===== config.mk =====
export PLATFORM = sky130hd
export DESIGN_NAME = phase_sched
export DESIGN_NICKNAME = d
export VERILOG_FILES = /design/src/rtl/pigro_pkg.sv /design/src/rtl/tick_prescaler.sv /design/src/rtl/phase_sched.sv
export SDC_FILE = /design/constraint.sdc
export NUM_CORES = 1
export LEC_CHECK = 0
export BUFFER_PORTS_ARGS = -buffer_cell sky130_fd_sc_hd__buf_2
export CAP_MARGIN = 25
export CORE_MARGIN = 2
export CORE_UTILIZATION = 56
export CTS_BUF_LIST = sky130_fd_sc_hd__clkbuf_2
export DETAILED_ROUTE_END_ITERATION = 12
export GPL_TIMING_DRIVEN = 0
export PLACE_DENSITY = 0.82
export REMOVE_ABC_BUFFERS = 1
export SETUP_SLACK_MARGIN = 0.05
export SLEW_MARGIN = 20
export SYNTH_ARGS = -nofsm -noshare
export SYNTH_HDL_FRONTEND = slang
export SYNTH_SLANG_ARGS = --single-unit

===== constraint.sdc =====
create_clock -name clock -period 2.1 [get_ports clock]
set_input_delay 0.105 -clock clock [delete_from_list [all_inputs] [get_ports clock]]
set_output_delay 0.105 -clock clock [all_outputs]
set_load 0.05 [all_outputs]

===== src/rtl/pigro_pkg.sv =====
// Shared definitions for the PIGRO core: instruction-phase state encodings
// and the bit positions of the one-hot phase enable vector.
// Contents: state_e enum, PH_* phase_en bit indices.
package pigro_pkg;

    typedef enum logic [2:0] {
        ST_FETCH  = 3'd0,
        ST_DECODE = 3'd1,
        ST_EXEC   = 3'd2,
        ST_WB     = 3'd3,
        ST_HALT   = 3'd4
    } state_e;

    // Bit positions within phase_en, order {WB,EXEC,DECODE,FETCH}.
    localparam int PH_FETCH  = 0;
    localparam int PH_DECODE = 1;
    localparam int PH_EXEC   = 2;
    localparam int PH_WB     = 3;

endpackage


===== src/rtl/tick_prescaler.sv =====
// Programmable tick divider: tick is a registered one-clock pulse every div+1 clocks.
// Latency: first tick registered on the (div+1)th rising edge after reset release.
// Backpressure: none; free-running. Ports: clock, reset (async high), div -> tick.
module tick_prescaler #(
    parameter int DIV_W = 8
) (
    input  logic             clock,
    input  logic             reset,
    input  logic [DIV_W-1:0] div,
    output logic             tick
);

    logic [DIV_W-1:0] cnt_q, cnt_d;
    logic             tick_q, tick_d;

    // >= rather than == so that lowering div below the running count
    // wraps on the very next clock instead of running to the top.
    always_comb begin
        cnt_d  = cnt_q + 1'b1;
        tick_d = 1'b0;
        if (cnt_q >= div) begin
            cnt_d  = '0;
            tick_d = 1'b1;
        end
    end

    always_ff @(posedge clock or posedge reset) begin
        if (reset) begin
            cnt_q  <= '0;
            tick_q <= 1'b0;
        end else begin
            cnt_q  <= cnt_d;
            tick_q <= tick_d;
        end
    end

    assign tick = tick_q;

endmodule


===== src/rtl/phase_sched.sv =====
// Instruction-phase scheduler: sequences FETCH/DECODE/EXEC/WB strobes on CPU ticks, run/halt/step, retire count.
// Latency: HALT->FETCH one clock after run_req; each phase lasts one tick period, +1 period per stalled tick.
// Backpressure: mem_wait on a tick in FETCH/EXEC suppresses the strobe and holds the phase. Macro: PHASE_SCHED_STEP_EN.
// Ports: clock, reset, div, run_req, step_req, mem_wait -> tick, phase_en[3:0], halted, instr_done, icount.
module phase_sched
    import pigro_pkg::*;
#(
    parameter int DIV_W = 8,
    parameter int CNT_W = 32
) (
    input  logic             clock,
    input  logic             reset,
    input  logic [DIV_W-1:0] div,
    input  logic             run_req,
    input  logic             step_req,
    input  logic             mem_wait,
    output logic             tick,
    output logic [3:0]       phase_en,
    output logic             halted,
    output logic             instr_done,
    output logic [CNT_W-1:0] icount
);

    state_e           state_q, state_d;
    logic [CNT_W-1:0] icount_q, icount_d;
    logic             step_go;

`ifdef PHASE_SCHED_STEP_EN
    assign step_go = step_req;
`else
    logic unused_step;
    assign unused_step = step_req;
    assign step_go     = 1'b0;
`endif

    tick_prescaler #(
        .DIV_W (DIV_W)
    ) u_prescaler (
        .clock (clock),
        .reset (reset),
        .div   (div),
        .tick  (tick)
    );

    // Strobes are combinational from registered state/tick so a stall
    // seen on the tick clock removes the strobe in that same clock.
    always_comb begin
        phase_en = '0;
        state_d  = state_q;
        unique case (state_q)
            ST_HALT: begin
                // Leaving HALT needs no tick; FETCH then waits for one.
                if (run_req || step_go) state_d = ST_FETCH;
            end
            ST_FETCH: begin
                phase_en[PH_FETCH] = tick & ~mem_wait;
                if (phase_en[PH_FETCH]) state_d = ST_DECODE;
            end
            ST_DECODE: begin
                phase_en[PH_DECODE] = tick;
                if (phase_en[PH_DECODE]) state_d = ST_EXEC;
            end
            ST_EXEC: begin
                phase_en[PH_EXEC] = tick & ~mem_wait;
                if (phase_en[PH_EXEC]) state_d = ST_WB;
            end
            ST_WB: begin
                phase_en[PH_WB] = tick;
                // Halt requests only take effect at the instruction boundary.
                if (phase_en[PH_WB]) state_d = run_req ? ST_FETCH : ST_HALT;
            end
            default: state_d = ST_HALT;
        endcase
    end

    assign icount_d = icount_q + {{(CNT_W-1){1'b0}}, phase_en[PH_WB]};

    always_ff @(posedge clock or posedge reset) begin
        if (reset) begin
            state_q  <= ST_HALT;
            icount_q <= '0;
        end else begin
            state_q  <= state_d;
            icount_q <= icount_d;
        end
    end

    assign halted     = (state_q == ST_HALT);
    assign instr_done = phase_en[PH_WB];
    assign icount     = icount_q;

endmodule


==> out/metrics.cfg <==
[status]
status=finished clean

[synthesis]
synth_top_family_by_area=simple AND/OR/NAND/NOR gates
async_flop_share_pct=100
synth_compound_area_share_pct=5.52
synthAdderAreaFrac_pct=6.50
synth-xor-area-share_pct=14.0
yosys_warnings=0
ys_seq_area_share_pct=47.7
synth_edf_count=0
yosys.area_share.simple_pct=21.4
syn_area_um2=2310
yosysUniqueCellTypes=35
synthMuxAreaShare_pct=0
syn-mean-instance-area_um2=10.6
ys.flop_type=dfrtp_1
netlist_instances=217
ys_ff_latch=44

[clocking]
worstSkewPairLatency_ns=0.39
postCtsSetupRepairBufs=0
cts_max_level=2
clk_pin_slew_worst_paths_ns=0.19
cts_sinks=44
clk_path_buf_depth=2
cts_tree=yes
clock-root-buffer=clkbuf_2
cts_inserted_buffers=5

[routing]
wirelength_um=4210
vias_per_cell=5.27
first_pass_iters=4
drc=0
vias=1702
drt-initial-drc-count=97
wire_per_inst_um=13.0
antenna_left=0

[sta]
period_share_pct=89.3
hold_violations=0
fin_crit_ns=1.88
worst_slack_ns=0.224
finalSetupViolations=0
rsz0062_at_grt=no
clock.fmax_mhz=533
worst_pin_slew_ns=0.523
tns_ns=0
fin_skew_ns=0.0104
maxSlewViolCount=0
relSlewSlack_pct=65.1

[global_route]
grt_max_degree=24
grt_first_pass_wirelength_um=7020
antenna_found_initial=0
grt_pass1_vias=1629
gr-total-overflow=0
grt_use_total_pct=20.3

[worst_hold_path]
hold_class=in2reg

[finish]
syn2layout_area_growth_pct=17.1
drive_gt1_share_pct=30.0
final_nets=297
finalInstanceArea_um2=2710
antenna_cells=0

[placement]
place_congestion=0.786
place_area_um2=2620
pre_cts_ws_ns=0.112
portBuffers=50
hpwlAfterDp_um=3090

[pwr]
p_leak_nw=1.47
p_per_area_nw_per_um2=741
irDropWorstVdd_mv=0.550

[critical_path]
crit_type=reg2reg
worstSetupStartpointType=flop
regToRegEndpoint=u_prescaler.cnt_q[7]
worstPathRequired_ns=2.41
path_max_fanout=9
rr_worst_depth=6
end_kind=flop
crit_path_start=u_prescaler.cnt_q[0]
r2r-start=u_prescaler.cnt_q[0]
cp.arrival_ns=2.18
rrSetupSlack_ns=0.22
worstSetupEndpoint=u_prescaler.cnt_q[7]

[floorplan]
die_area_um2=4660
pin_count=52
start_util_pct=57.8
die_w_um=68.2
coreArea_um2=4000
rows=23
die_y_um=68.2

[run]
drv_cap=0

-- metal layers --
layer | global-route usage, % | vias to the layer above | part of all wire, %
li1 | - | 848 | -
met1 | 24.7 | 810 | 44
met2 | 35.2 | 39 | 50
met3 | 4.11 | 5 | 4.4
met4 | 7.75 | 0 | 1.2
met5 | 0 | - | 0
-- synth_stat cells (4+ instances only) --
master	n	area, um2
nor3_1	6	30.0
nor3_2	9	90.1
dfrtp_1	43	1080
nor2_1	11	41.3
nand3_1	12	60.1
xnor2_1	13	114
nor4_1	4	25.0
a211oi_1	7	52.6
nand2_1	15	56.3
and3_1	5	31.3
inv_1	20	75.1
ha_1	12	150
xor2_1	24	210
-- worst max-delay path: stages, from the launching register on --
cell and delay [ns]:
dfrtp_1 0.44, inv_1 0.06, ha_1 0.26, nand2b_1 0.15, a2111oi_2 0.39, o21bai_2 0.21
a211oi_1 0.30
-- registers in the layout, indices dropped and copies added (netlist names) --
| signal | cells |
|---|---|
| icount | 32 |
| u_prescaler.tick | 1 |
| state_q | 3 |
| u_prescaler.cnt_q | 8 |
-- power breakdown --
part           switching (mW)  leakage, nW  internal, mW
combinational           0.344        0.849         0.227
clock                   0.250       0.0306        0.0893
sequential              0.134        0.596         0.962
-- how the worst min path moves through the flow --
stage / start / end / slack, ns / cells past startpoint
2_1_floorplan: run_req / state_q[2] / 0.28 / 3
3_3_place_gp: run_req / state_q[2] / 0.40 / 4
3_5_place_dp: reset / u_prescaler.cnt_q[7] / 0.17 / 2
4_1_cts: div[7] / u_prescaler.cnt_q[1] / 0.13 / 6
5_1_grt: div[7] / u_prescaler.cnt_q[1] / 0.19 / 6
6_report: div[7] / u_prescaler.cnt_q[1] / 0.15 / 6
-- area by class of cell --
class                           instances  area, um2
Fill cell                             311       1290
Multi-Input combinational cell        147       1120
Sequential cell                        44       1100
Timing Repair Buffer                   54        308
Inverter                               20       75.1
Tap cell                               50       62.6
Clock buffer                            7       35.0
Clock inverter                          1       3.75
-- stage by stage --
| stage | util (%) | hold slack, ns | power [mW] | cells |
|---|---|---|---|---|
| final | 67.7 | 0.150 | 2.01 | 323 |
| after global routing | 67.7 | 0.190 | 2.17 | 323 |
| after CTS | 67.1 | 0.132 | 2.03 | 323 |
| after detailed placement | 65.4 | 0.173 | 1.68 | 312 |
| after global placement | 64.7 | 0.398 | 1.65 | 311 |
| after floorplan | - | 0.278 | 1.53 | 211 |
-- timing repair --
action | CTS | global route
hold endpoints to repair | 23 | 0
hold buffers | 3 | 0
resized for setup | 0 | 7
setup endpoints to repair | 0 | 22
-- cell families after synthesis --
family                   count (synthesis)
AO/OA/AOI/OAI                           18
adder cells (fa/ha/maj)                 12
AND/OR/NAND/NOR                         80
XOR/XNOR                                37
buffers and inverters                   26
flip-flops                              44
-- layout by cell type, fill, tap and decap left out, types with 5 or more instances in the layout --
cell	Yosys	layout
nor3_2	9	9
nor2_1	11	11
nand3_1	12	11
nand2_1	15	14
xor2_1	24	24
inv_1	20	19
xnor2_1	13	13
a211oi_1	7	7
nor3_1	6	6
buf_2	2	50
and3_1	5	5
clkbuf_2	0	7
dfrtp_1	43	41
ha_1	12	11
Power figures use the tool's default switching activity.
